<file path="src/rtl/ysyx_22050710_axil_arbiter_pkg.sv">
// Shared types and constants for the 2-master AXI4-Lite arbiter.
package ysyx_22050710_axil_arbiter_pkg;

    // Read path: arbitrate, forward AR, forward R.
    typedef enum logic [1:0] {
        R_IDLE = 2'd0,
        R_AR   = 2'd1,
        R_R    = 2'd2
    } r_state_t;

    // Write path: arbitrate, forward AW+W, forward B.
    typedef enum logic [1:0] {
        W_IDLE = 2'd0,
        W_AW   = 2'd1,
        W_B    = 2'd2
    } w_state_t;

    localparam logic [1:0] RESP_OKAY   = 2'b00;
    localparam logic [1:0] RESP_SLVERR = 2'b10;

    // One-hot grant to master id (bit 1 set means m1).
    function automatic logic grant_id(input logic [1:0] grant);
        return grant[1];
    endfunction

endpackage

</file>
<file path="src/rtl/ysyx_22050710_rr_arb2.sv">
// Two-way round-robin arbiter. The pointer holds the id of the last master
// that completed a transaction; on a tie the other master wins.
module ysyx_22050710_rr_arb2 (
    input  logic       i_aclk,
    input  logic       i_arsetn,
    input  logic [1:0] i_req,
    input  logic       i_update,
    input  logic       i_upd_id,
    output logic [1:0] o_grant
);

    logic ptr;

    // Pointer advances only when the path finishes a transaction.
    always_ff @(posedge i_aclk or negedge i_arsetn) begin
        if (!i_arsetn) begin
            ptr <= 1'b0;
        end else if (i_update) begin
            ptr <= i_upd_id;
        end
    end

    // Single requester always wins; a tie goes to the master that was not last.
    always_comb begin
        o_grant = 2'b00;
        case (i_req)
            2'b01:   o_grant = 2'b01;
            2'b10:   o_grant = 2'b10;
            2'b11:   o_grant = ptr ? 2'b01 : 2'b10;
            default: o_grant = 2'b00;
        endcase
    end

endmodule

</file>
<file path="src/rtl/ysyx_22050710_axil_arbiter.sv">
// 2-master to 1-slave AXI4-Lite arbiter. Read and write paths run independent
// FSMs, each with one outstanding transaction and its own round-robin pointer.
// Handshake rule: a transfer happens on a rising clock edge where valid and
// ready are both high; the slave-side address/data are steered from the latched
// grant so they stay stable while the slave stalls.
module ysyx_22050710_axil_arbiter
    import ysyx_22050710_axil_arbiter_pkg::*;
#(
    parameter  int ADDR_WD = 64,
    parameter  int DATA_WD = 64,
    localparam int STRB_WD = DATA_WD / 8
) (
    input  logic               i_aclk,
    input  logic               i_arsetn,
    // master 0 (IFU)
    input  logic               i_m0_awvalid,
    input  logic [ADDR_WD-1:0] i_m0_awaddr,
    input  logic [2:0]         i_m0_awprot,
    output logic               o_m0_awready,
    input  logic               i_m0_wvalid,
    input  logic [DATA_WD-1:0] i_m0_wdata,
    input  logic [STRB_WD-1:0] i_m0_wstrb,
    output logic               o_m0_wready,
    output logic               o_m0_bvalid,
    output logic [1:0]         o_m0_bresp,
    input  logic               i_m0_bready,
    input  logic               i_m0_arvalid,
    input  logic [ADDR_WD-1:0] i_m0_araddr,
    input  logic [2:0]         i_m0_arprot,
    output logic               o_m0_arready,
    output logic               o_m0_rvalid,
    output logic [DATA_WD-1:0] o_m0_rdata,
    output logic [1:0]         o_m0_rresp,
    input  logic               i_m0_rready,
    // master 1 (LSU)
    input  logic               i_m1_awvalid,
    input  logic [ADDR_WD-1:0] i_m1_awaddr,
    input  logic [2:0]         i_m1_awprot,
    output logic               o_m1_awready,
    input  logic               i_m1_wvalid,
    input  logic [DATA_WD-1:0] i_m1_wdata,
    input  logic [STRB_WD-1:0] i_m1_wstrb,
    output logic               o_m1_wready,
    output logic               o_m1_bvalid,
    output logic [1:0]         o_m1_bresp,
    input  logic               i_m1_bready,
    input  logic               i_m1_arvalid,
    input  logic [ADDR_WD-1:0] i_m1_araddr,
    input  logic [2:0]         i_m1_arprot,
    output logic               o_m1_arready,
    output logic               o_m1_rvalid,
    output logic [DATA_WD-1:0] o_m1_rdata,
    output logic [1:0]         o_m1_rresp,
    input  logic               i_m1_rready,
    // slave (memory)
    output logic               o_s_awvalid,
    output logic [ADDR_WD-1:0] o_s_awaddr,
    output logic [2:0]         o_s_awprot,
    input  logic               i_s_awready,
    output logic               o_s_wvalid,
    output logic [DATA_WD-1:0] o_s_wdata,
    output logic [STRB_WD-1:0] o_s_wstrb,
    input  logic               i_s_wready,
    input  logic               i_s_bvalid,
    input  logic [1:0]         i_s_bresp,
    output logic               o_s_bready,
    output logic               o_s_arvalid,
    output logic [ADDR_WD-1:0] o_s_araddr,
    output logic [2:0]         o_s_arprot,
    input  logic               i_s_arready,
    input  logic               i_s_rvalid,
    input  logic [DATA_WD-1:0] i_s_rdata,
    input  logic [1:0]         i_s_rresp,
    output logic               o_s_rready,
    // FSM state observation
    output logic [1:0]         o_dbg_r_state,
    output logic [1:0]         o_dbg_w_state
);

    r_state_t   r_state, r_next;
    w_state_t   w_state, w_next;
    logic       r_gnt, w_gnt;
    logic [1:0] r_grant, w_grant;
    logic       r_done, b_done;
    logic       aw_done, w_done, aw_fire, w_fire, m_wvalid;

    assign o_dbg_r_state = r_state;
    assign o_dbg_w_state = w_state;

    ysyx_22050710_rr_arb2 u_rd_arb (
        .i_aclk   (i_aclk),
        .i_arsetn (i_arsetn),
        .i_req    ({i_m1_arvalid, i_m0_arvalid}),
        .i_update (r_done),
        .i_upd_id (r_gnt),
        .o_grant  (r_grant)
    );

    ysyx_22050710_rr_arb2 u_wr_arb (
        .i_aclk   (i_aclk),
        .i_arsetn (i_arsetn),
        .i_req    ({i_m1_awvalid, i_m0_awvalid}),
        .i_update (b_done),
        .i_upd_id (w_gnt),
        .o_grant  (w_grant)
    );

    assign r_done   = (r_state == R_R) && i_s_rvalid && (r_gnt ? i_m1_rready : i_m0_rready);
    assign b_done   = (w_state == W_B) && i_s_bvalid && (w_gnt ? i_m1_bready : i_m0_bready);
    assign m_wvalid = w_gnt ? i_m1_wvalid : i_m0_wvalid;
    assign aw_fire  = (w_state == W_AW) && !aw_done && i_s_awready;
    assign w_fire   = (w_state == W_AW) && !w_done && m_wvalid && i_s_wready;

    // Read state register and grant latch.
    always_ff @(posedge i_aclk or negedge i_arsetn) begin
        if (!i_arsetn) begin
            r_state <= R_IDLE;
            r_gnt   <= 1'b0;
        end else begin
            r_state <= r_next;
            if (r_state == R_IDLE && r_grant != 2'b00) r_gnt <= grant_id(r_grant);
        end
    end

    // Read next state and channel steering; non-granted master sees all zeros.
    always_comb begin
        r_next       = r_state;
        o_s_arvalid  = 1'b0;
        o_s_araddr   = '0;
        o_s_arprot   = '0;
        o_s_rready   = 1'b0;
        o_m0_arready = 1'b0;
        o_m1_arready = 1'b0;
        o_m0_rvalid  = 1'b0;
        o_m0_rdata   = '0;
        o_m0_rresp   = '0;
        o_m1_rvalid  = 1'b0;
        o_m1_rdata   = '0;
        o_m1_rresp   = '0;
        case (r_state)
            R_IDLE: if (r_grant != 2'b00) r_next = R_AR;
            R_AR: begin
                o_s_arvalid = 1'b1;
                o_s_araddr  = r_gnt ? i_m1_araddr : i_m0_araddr;
                o_s_arprot  = r_gnt ? i_m1_arprot : i_m0_arprot;
                if (r_gnt) o_m1_arready = i_s_arready;
                else       o_m0_arready = i_s_arready;
                if (i_s_arready) r_next = R_R;
            end
            R_R: begin
                o_s_rready = r_gnt ? i_m1_rready : i_m0_rready;
                if (r_gnt) begin
                    o_m1_rvalid = i_s_rvalid;
                    o_m1_rdata  = i_s_rdata;
                    o_m1_rresp  = i_s_rresp;
                end else begin
                    o_m0_rvalid = i_s_rvalid;
                    o_m0_rdata  = i_s_rdata;
                    o_m0_rresp  = i_s_rresp;
                end
                if (r_done) r_next = R_IDLE;
            end
            default: r_next = R_IDLE;
        endcase
    end

    // Write state register, grant latch and per-channel done flags.
    always_ff @(posedge i_aclk or negedge i_arsetn) begin
        if (!i_arsetn) begin
            w_state <= W_IDLE;
            w_gnt   <= 1'b0;
            aw_done <= 1'b0;
            w_done  <= 1'b0;
        end else begin
            w_state <= w_next;
            if (w_state == W_IDLE && w_grant != 2'b00) w_gnt <= grant_id(w_grant);
            if (b_done) begin
                aw_done <= 1'b0;
                w_done  <= 1'b0;
            end else begin
                if (aw_fire) aw_done <= 1'b1;
                if (w_fire)  w_done  <= 1'b1;
            end
        end
    end

    // Write next state and steering; AW and W proceed independently in W_AW.
    always_comb begin
        w_next       = w_state;
        o_s_awvalid  = 1'b0;
        o_s_awaddr   = '0;
        o_s_awprot   = '0;
        o_s_wvalid   = 1'b0;
        o_s_wdata    = '0;
        o_s_wstrb    = '0;
        o_s_bready   = 1'b0;
        o_m0_awready = 1'b0;
        o_m1_awready = 1'b0;
        o_m0_wready  = 1'b0;
        o_m1_wready  = 1'b0;
        o_m0_bvalid  = 1'b0;
        o_m0_bresp   = '0;
        o_m1_bvalid  = 1'b0;
        o_m1_bresp   = '0;
        case (w_state)
            W_IDLE: if (w_grant != 2'b00) w_next = W_AW;
            W_AW: begin
                if (!aw_done) begin
                    o_s_awvalid = 1'b1;
                    o_s_awaddr  = w_gnt ? i_m1_awaddr : i_m0_awaddr;
                    o_s_awprot  = w_gnt ? i_m1_awprot : i_m0_awprot;
                    if (w_gnt) o_m1_awready = i_s_awready;
                    else       o_m0_awready = i_s_awready;
                end
                if (!w_done) begin
                    o_s_wvalid = m_wvalid;
                    o_s_wdata  = w_gnt ? i_m1_wdata : i_m0_wdata;
                    o_s_wstrb  = w_gnt ? i_m1_wstrb : i_m0_wstrb;
                    if (w_gnt) o_m1_wready = i_s_wready;
                    else       o_m0_wready = i_s_wready;
                end
                if ((aw_done || aw_fire) && (w_done || w_fire)) w_next = W_B;
            end
            W_B: begin
                o_s_bready = w_gnt ? i_m1_bready : i_m0_bready;
                if (w_gnt) begin
                    o_m1_bvalid = i_s_bvalid;
                    o_m1_bresp  = i_s_bresp;
                end else begin
                    o_m0_bvalid = i_s_bvalid;
                    o_m0_bresp  = i_s_bresp;
                end
                if (b_done) w_next = W_IDLE;
            end
            default: w_next = W_IDLE;
        endcase
    end

endmodule

</file>
<file path="config.mk">
export PLATFORM = sky130hd
export DESIGN_NAME = ysyx_22050710_axil_arbiter
export DESIGN_NICKNAME = d
export VERILOG_FILES = /design/src/rtl/ysyx_22050710_axil_arbiter_pkg.sv /design/src/rtl/ysyx_22050710_rr_arb2.sv /design/src/rtl/ysyx_22050710_axil_arbiter.sv
export SDC_FILE = /design/constraint.sdc
export NUM_CORES = 1
export LEC_CHECK = 0
export ABC_AREA = 1
export BUFFER_PORTS_ARGS = -buffer_cell sky130_fd_sc_hd__buf_4
export CORE_AREA = 2 2 337 339
export CTS_CLUSTER_DIAMETER = 100
export DETAILED_ROUTE_END_ITERATION = 7
export DIE_AREA = 0 0 339 341
export HOLD_SLACK_MARGIN = 0.08
export PLACE_DENSITY = 0.3
export SYNTH_ARGS = -nofsm -noshare
export SYNTH_HDL_FRONTEND = slang
export SYNTH_SLANG_ARGS = --single-unit
export TNS_END_PERCENT = 10
</file>
<file path="constraint.sdc">
create_clock -name i_aclk -period 2.3 [get_ports i_aclk]
set_input_delay 0.46 -clock i_aclk [delete_from_list [all_inputs] [get_ports i_aclk]]
set_output_delay 0.46 -clock i_aclk [all_outputs]
set_load 0.05 [all_outputs]
</file>
Word level (Yosys, flattened, before mapping)
Cells that the tools add are included.
W data, S select, Z words.

word-level totals
  register bits = 10
  output and inout port bits = 361
  word-level logic and storage cells = 126

operators by class
  equal/unequal tests = 16
  muxes and demuxes = 78
  reductions and logical operators = 24

operators with widths
  operator              number
  $mux W64              12
  $mux W1               38
  $mux W2               16
  $mux W8               3
  $pmux W2 S3           4
  $mux W3               5
  $eq A2 B2 Y1 const B  6
  $logic_and A1 B1 Y1   12
  $eq A2 B1 Y1 const B  4
  $reduce_bool A2 Y1    4
  $ne A2 B1 Y1 const B  3
  $ne A2 B2 Y1 const B  3
  $reduce_and A3 Y1     2
  $logic_not A2 Y1      2
  $logic_not A1 Y1      2
  $logic_or A1 B1 Y1    2

Longest topological paths before layout
Gate-level depths: netlist of run 1.

  depth in word-level cells = 8
  depth in mapped cells = 8
  mapped depth without buffers = 7

By module
A second synthesis of run 1 with hierarchy kept.

second synthesis, totals
  cell total of the unflattened synthesis = 1012
  area, all modules = 4410.5 um2

by module, submodules not included
  module                      instances  cells an instance  area each (um2)
  ysyx_22050710_axil_arbiter  1          992                4287.9
  ysyx_22050710_rr_arb2       2          10                 61.3

Worst setup path before layout of run 1
OpenSTA, ideal clock, no wires.

  path type = reg-to-output
  start point = register r_state[0] (netlist: o_dbg_r_state[0])
  end point = output o_s_araddr[43]
  data arrival time = 2.250 ns
  required time = 1.840 ns
  setup slack = -0.410 ns
  cell stages (with the launch flop) = 7
  path through = dfrtp_1 -> inv_2 -> nor2_4 -> inv_2 -> buf_4 -> buf_6 -> a21oi_1

between the ends
  cells in the longest elaborated chain, start to end = 2

ends and longest elaborated chain
  what                      RTL line                           source
  start: declaration        ysyx_22050710_axil_arbiter.sv:80   r_state_t r_state, r_next;
  start signal: assignment  ysyx_22050710_axil_arbiter.sv:120  r_state <= r_next;
  $eq A2 B1 Y1              ysyx_22050710_axil_arbiter.sv:140  case (r_state)
  $mux W64                  ysyx_22050710_axil_arbiter.sv:140
  end: declaration          ysyx_22050710_axil_arbiter.sv:68   output logic [ADDR_WD-1:0] o_s_araddr,

Every way passes these cells.

Worst setup path after layout of run 1
  start point = register r_gnt
  end point = output o_m1_rdata[35]

between the ends
  cells in the longest elaborated chain, start to end = 2

ends and longest elaborated chain
  what                      RTL line                           source
  start: declaration        ysyx_22050710_axil_arbiter.sv:82   logic r_gnt, w_gnt;
  start signal: assignment  ysyx_22050710_axil_arbiter.sv:121  if (r_state == R_IDLE && r_grant != 2'b00) r_gnt <= grant_id(r_grant);
  $mux W64                  ysyx_22050710_axil_arbiter.sv:152  if (r_gnt) begin
  $mux W64                  ysyx_22050710_axil_arbiter.sv:140
  end: declaration          ysyx_22050710_axil_arbiter.sv:52   output logic [DATA_WD-1:0] o_m1_rdata,

Every way passes these cells.

==> impl_metrics.json, run 1 <==
{
  "numCtsBuffers": 3,
  "crit_type": "register to output pin",
  "rsz0062_at_grt": "true",
  "h-tree-depth": 1,
  "power_leakage_nw": 7.00,
  "wl_per_cell_um": 23.1,
  "dieWidth_um": 339,
  "grt_pass1_vias": 9967,
  "cp_slowest_cell": "dfrtp_2",
  "worstSetupEndpointType": "output pin",
  "ios": 858,
  "design_area_um2": 14400,
  "path_clk_slew_ns": 0.05,
  "fillerInstances": 13200,
  "synthesis.nets": 1490,
  "cts_tree": "built",
  "area_delta_synth_final_pct": 203,
  "synthAdderAreaFrac_pct": 0,
  "synthCells": 993,
  "required_ns": 1.84,
  "wl_met1_um": 33400,
  "viasPerCell": 2.92,
  "fmax_mhz": 441,
  "gp_congestion": 0.865,
  "fin_nets": 2324,
  "crit_path_max_fanout": 34,
  "fin_worst_skew_ns": 0.000606,
  "power_mw": 16.4,
  "drv_slew": 0,
  "synth_compound_area_share_pct": 29.2,
  "met2WireLength_um": 37700,
  "vias": 9709,
  "clockBufferDepth": 2,
  "power.density_nw_per_um2": 1140,
  "ant_nets": 0,
  "drt_pass1_iterations": 5,
  "dieHeight_um": 341,
  "post-route-drc-count": 0,
  "start_kind": "register",
  "avgSynthCellArea_um2": 4.78,
  "grtUsageTotal_pct": 12.4,
  "muxShareOfSynthArea_pct": 0,
  "cp.arrival_ns": 1.81,
  "initial_core_util_pct": 4.24,
  "tightest_slew_ns": 0.368,
  "setup_viol": 0,
  "rows": 123,
  "drive_above_1_share_pct": 60.3,
  "top_layer": "met5",
  "postPlaceCellArea_um2": 13500,
  "antenna_found_initial": 4,
  "cts.sinks": 10,
  "worst_slack_ns": 0.0334,
  "grt_pass1_wl_um": 97600,
  "synth-simple-area-share_pct": 48.5,
  "ctsRootBufferMaster": "clkbuf_16",
  "yosys.cell_types.count": 22,
  "grt_max_degree": 57,
  "cp_cell_sequence": "buf_12 -> nand2_2 -> buf_12 -> buf_4 -> nor2_1 -> buf_6",
  "finalHoldViolCount": 0,
  "fin_crit_sh_pct": 98.5,
  "insertion_delay_ns": 0.26,
  "wl_um": 76800,
  "drt_iter0_markers": 288,
  "final_cell_mix": "buf_4 (801), nand2_1 (430), nor2_1 (141)",
  "hp-class": "primary input to register",
  "irDropWorstVdd_uv": 524,
  "max_stage_delay_ns": 0.47,
  "synth_top_family_by_area": "simple AND/OR/NAND/NOR gates",
  "met3_length_um": 5520,
  "core-area_um2": 112000,
  "final_common_cell": "buf_4",
  "min_period_ns": 2.27,
  "status": "completed",
  "hold_slack_ns": 0.419,
  "max_slew_margin_pct": 75.5,
  "yosys_register_bits": 10,
  "hpwl_um": 68900,
  "syn_area_um2": 4750,
  "path_common_cell": "buf_12",
  "final_core_util_pct": 12.9,
  "cap_violations": 0,
  "ys_seq_area_share_pct": 5.27,
  "dp_slack_ns": 0.00626,
  "dieArea_um2": 116000,
  "port-buffer-count": 857,
  "grt_overflow": 0,
  "synthXorXnorAreaFrac_pct": 0,
  "ys_warn_count": 0
}
[logic make-up after synthesis]
logic type,count (synthesis)
simple gates,601
buf+inv,165
compound gates,217
flops,10
[flip-flops by register name (all words and copies together) (netlist names)]
name,cells
aw_done,1
w_gnt,1
u_rd_arb.ptr,1
u_wr_arb.ptr,1
r_gnt,1
w_done,1
o_dbg_w_state,2
o_dbg_r_state,2
[synth_stat cells (all sizes together)]
cell type  number  share of area, %
clkbuf         41               3.2
buf            42               7.3
nor3            6              0.63
nand3           4              0.42
inv            81               6.4
clkinv          1              0.11
o21ai           7              0.74
or2             1              0.13
nand2         438                35
dfrtp          10               5.3
nor2          151                12
a31oi           1              0.13
and2            1              0.13
a21oi         209                28
[layout make-up]
| class | count | area, um2 | share of cell area (%) |
|---|---|---|---|
| antenna | 1 | 2.50 | 0.0174 |
| clock buffer | 4 | 88.8 | 0.617 |
| inverter | 82 | 337 | 2.34 |
| multi-input combinational | 818 | 4270 | 29.7 |
| sequential | 10 | 260 | 1.81 |
| tap | 1500 | 1880 | 13.0 |
| timing repair buffer | 912 | 7550 | 52.5 |
[repair_timing]
| action | in CTS | in global routing |
|---|---|---|
| cloned | 0 | 6 |
| setup endpoints to repair | 127 | 168 |
| endpoints found under the hold margin | 10 | 0 |
| hold buffers | 1 | 0 |
| pin swaps | 0 | 1 |
| buffers inserted | 1 | 3 |
| gates resized for setup | 94 | 54 |
[critical path: cells and delay by family (launching register included)]
family / cells / cell delay (ns)
buffers and inverters: 4 / 0.74
and+or+nand+nor: 2 / 0.26
DFF: 1 / 0.47
[per-layer routing]
metal / track usage, % / vias to the layer above
met5: 0 / -
met4: 0.213 / 4
met3: 3.70 / 15
met2: 21.6 / 466
met1: 15.8 / 4498
li1: - / 4726
[report_power, final]
part / internal, mW / leakage (nW) / switching [mW]
registers: 0.275 / 0.114 / 0.140
clock network: 0.265 / 0.0442 / 0.122
logic: 4.42 / 6.84 / 11.1
[worst paths after layout]
| check | start | endpoint | slack [ns] | cells after the start |
|---|---|---|---|---|
| max | r_gnt$_DFFE_PN0P_ | o_m1_rdata[35] | 0.03 | 6 |
| min | i_s_arready | o_dbg_r_state[0]$_DFFE_PN0P_ | 0.42 | 2 |
| max reg2reg | w_gnt$_DFFE_PN0P_ | o_dbg_w_state[0]$_DFFE_PN0P_ | 0.66 | 7 |
| min reg2reg | u_rd_arb.ptr$_DFFE_PN0P_ | u_rd_arb.ptr$_DFFE_PN0P_ | 0.50 | 2 |
| max in group asynchronous | i_arsetn | w_gnt$_DFFE_PN0P_ | 1.44 | 2 |
| min in group asynchronous | i_arsetn | u_rd_arb.ptr$_DFFE_PN0P_ | 0.62 | 2 |
[metrics by stage]
step                      std cells  setup TNS, ns
final                          3327              0
after global routing           3326         -0.404
after CTS                      3317          -2.02
after detailed placement       3311              0
after global placement         3311              0
after floorplan                 993         -23.82
No activity file was read; power rests on OpenSTA's default activity.
==> run 2: changes to the inputs <==
ABC_AREA = unset   (was 1)
CORE_AREA = 2 2 329 331   (was 2 2 337 339)
DIE_AREA = 0 0 331 333   (was 0 0 339 341)
==> run 2 against run 1 <==
Effect of this change:
- the run now ends with setup timing left
- clock-buffer cell count is the same
- synthesized cell count down 31%
- register-to-register slack worse by 0.35 ns
- sequential power is 14% lower
- power shrank 1.2%
- maximum frequency decreased by 2.3%
- die area is 4.7% lower
- first-iteration DRC count is 11% lower
==> impl_metrics.json, run 2 <==
{
  "grt_overflow": 0,
  "dieHeight_um": 333,
  "finalHoldViolCount": 0,
  "hp-class": "primary input to register",
  "area_delta_synth_final_pct": 215,
  "crit_path_max_fanout": 23,
  "drt_iter0_markers": 257,
  "yosys.area.top_type": "mux2i_1",
  "crit_type": "register to output pin",
  "path_clk_slew_ns": 0.05,
  "worstSetupEndpointType": "output pin",
  "synthArstFlopShare_pct": 100,
  "max_slew_margin_pct": 63.6,
  "synth_most_common_cell": "nor2_1",
  "cp_slowest_cell": "dfrtp_4",
  "postPlaceCellArea_um2": 13400,
  "ios": 858,
  "max_stage_delay_ns": 0.50,
  "ant_nets": 0,
  "core-area_um2": 107000,
  "path_common_cell": "buf_6",
  "fin_crit_sh_pct": 101,
  "ys_seq_area_share_pct": 5.39,
  "drt_pass1_iterations": 4,
  "fin_cells": 2991,
  "fillerInstances": 12300,
  "avgSynthCellArea_um2": 6.81,
  "insertion_delay_ns": 0.25,
  "status": "complete, but fails checks",
  "rows": 120,
  "placed_cells": 2974,
  "cp.arrival_ns": 1.86,
  "final_cell_mix": "buf_4 (889), nor2_1 (173), mux2i_1 (144)",
  "grt_pass1_vias": 9210,
  "dieArea_um2": 110000,
  "violations": "setup timing",
  "cap_violations": 0,
  "setup_viol": 7,
  "post-route-drc-count": 0,
  "cts_tree": "built",
  "h-tree-depth": 1,
  "grtUsageTotal_pct": 12.1,
  "ys_top_cells_by_count": "nor2_1 (214), mux2i_1 (209), and2_1 (134)",
  "cts.sinks": 10,
  "worst_slack_ns": -0.0199,
  "ys.flop_type": "dfrtp_1",
  "final_common_cell": "buf_4",
  "grt_pass1_wl_um": 88800,
  "cp_cell_sequence": "buf_6 -> buf_16 -> mux2i_1 -> buf_4 -> nor2_1 -> buf_6",
  "fmax_mhz": 431,
  "gp_congestion": 0.910,
  "synthCells": 682,
  "power.density_nw_per_um2": 1110,
  "yosys.cell_types.count": 29,
  "min_period_ns": 2.32,
  "wl_per_cell_um": 24.1,
  "antenna_found_initial": 23,
  "hpwl_um": 66100,
  "grt_max_degree": 68,
  "tightest_slew_ns": 0.530,
  "port-buffer-count": 857,
  "design_area_um2": 14600,
  "synth-edff-count": 0,
  "wl_um": 72100,
  "ys_warn_count": 0,
  "yosys_register_bits": 10,
  "rsz0062_at_grt": "true",
  "drive_above_1_share_pct": 68.3,
  "final_core_util_pct": 13.7,
  "initial_core_util_pct": 4.36,
  "required_ns": 1.84,
  "dieWidth_um": 331,
  "clockBufferDepth": 2,
  "syn_area_um2": 4640,
  "synth_top_area_share_pct": 45.1,
  "synth.area.top_cells": "mux2i_1 (45%), and2_1 (18%), nor2_1 (17%), dfrtp_1 (5.4%), buf_2 (4.2%)",
  "numCtsBuffers": 3,
  "fin_nets": 2081,
  "viasPerCell": 2.94,
  "power_leakage_nw": 7.26,
  "irDropWorstVdd_uv": 426,
  "start_kind": "register",
  "fin_worst_skew_ns": 0.000589,
  "ctsRootBufferMaster": "clkbuf_16",
  "vias": 8782,
  "drv_slew": 0,
  "synthesis.nets": 1179
}
-- run 2: cell count changes after synthesis, moves of 33 or more --
cell,delta
and2_1,+133
a21oi_2,-80
nand2_1,-430
mux2i_1,+209
a21oi_1,-125
nor2_1,+67
clkbuf_1,-33
inv_1,-69
-- run 2: logic make-up after synthesis --
kind of cell | share of synthesized area (%)
and+or+nand+nor | 39.4
muxes | 45.3
buffers and inverters | 7.92
AOI/OAI and AO/OA | 2.02
DFF | 5.39
-- run 2: worst max-delay path: cells and delay by family (launching register included) --
kind	cells	cell delay, ns
buffers and inverters	4	0.67
and+or+nand+nor	1	0.19
muxes	1	0.18
DFF	1	0.50
-- run 2: layout make-up --
class / instances / area (um2) / area share [%]
Timing Repair Buffer: 960 / 7670 / 52.5
Multi-Input combinational cell: 603 / 4810 / 32.9
Tap cell: 1403 / 1760 / 12.0
Sequential cell: 10 / 258 / 1.76
Clock buffer: 4 / 88.8 / 0.608
Inverter: 6 / 22.5 / 0.154
Antenna cell: 5 / 12.5 / 0.0856
-- run 2: path summary, 6_finish.rpt --
path	cells past startpoint	to	slack (ns)	start
setup / recovery	6	o_s_awaddr[8]	-0.02	w_gnt$_DFFE_PN0P_
hold / removal	2	o_dbg_r_state[0]$_DFFE_PN0P_	0.43	i_s_arready
setup reg to reg	5	u_rd_arb.ptr$_DFFE_PN0P_	0.31	r_gnt$_DFFE_PN0P_
hold reg to reg	1	u_rd_arb.ptr$_DFFE_PN0P_	0.52	u_rd_arb.ptr$_DFFE_PN0P_
max in group asynchronous	2	w_gnt$_DFFE_PN0P_	1.48	i_arsetn
min in group asynchronous	2	o_dbg_r_state[0]$_DFFE_PN0P_	0.61	i_arsetn
-- run 2: routing by layer --
layer  vias up  global-route usage [%]  share of wire, %  routed length [um]
met5         -                       0              0.18                 127
met4        18                   0.297              0.54                 388
met3        38                    3.47               8.8                6310
met2       494                    21.4                49               35500
met1      4176                    15.1                41               29800
li1       4056                       -                 -                   -
-- run 2: repair_timing --
| item | 4_1_cts | 5_1_grt |
|---|---|---|
| buffers inserted | 3 | 0 |
| endpoints found under the hold margin | 10 | 0 |
| endpoints found under the setup margin | 75 | 141 |
| hold buffers | 1 | 0 |
| cloned | 2 | 2 |
| gates resized for setup | 92 | 115 |
-- run 2: stage by stage --
| step | TNS (ns) | hold WS, ns | setup slack, ns | power, mW |
|---|---|---|---|---|
| floorplan | -21.04 | 0.164 | -0.258 | 8.50 |
| global placement | 0 | 0.339 | 0.00986 | 14.6 |
| detailed placement | -0.00659 | 0.343 | -0.00659 | 14.6 |
| CTS | -2.90 | 0.430 | -0.107 | 15.9 |
| global route | -1.36 | 0.438 | -0.0611 | 16.9 |
| finish | -0.0896 | 0.429 | -0.0199 | 16.2 |
-- run 2: power by group --
group,internal [mW],switching [mW]
Clock,0.265,0.116
Sequential,0.269,0.0869
Combinational,5.54,9.89
Total,6.07,10.1
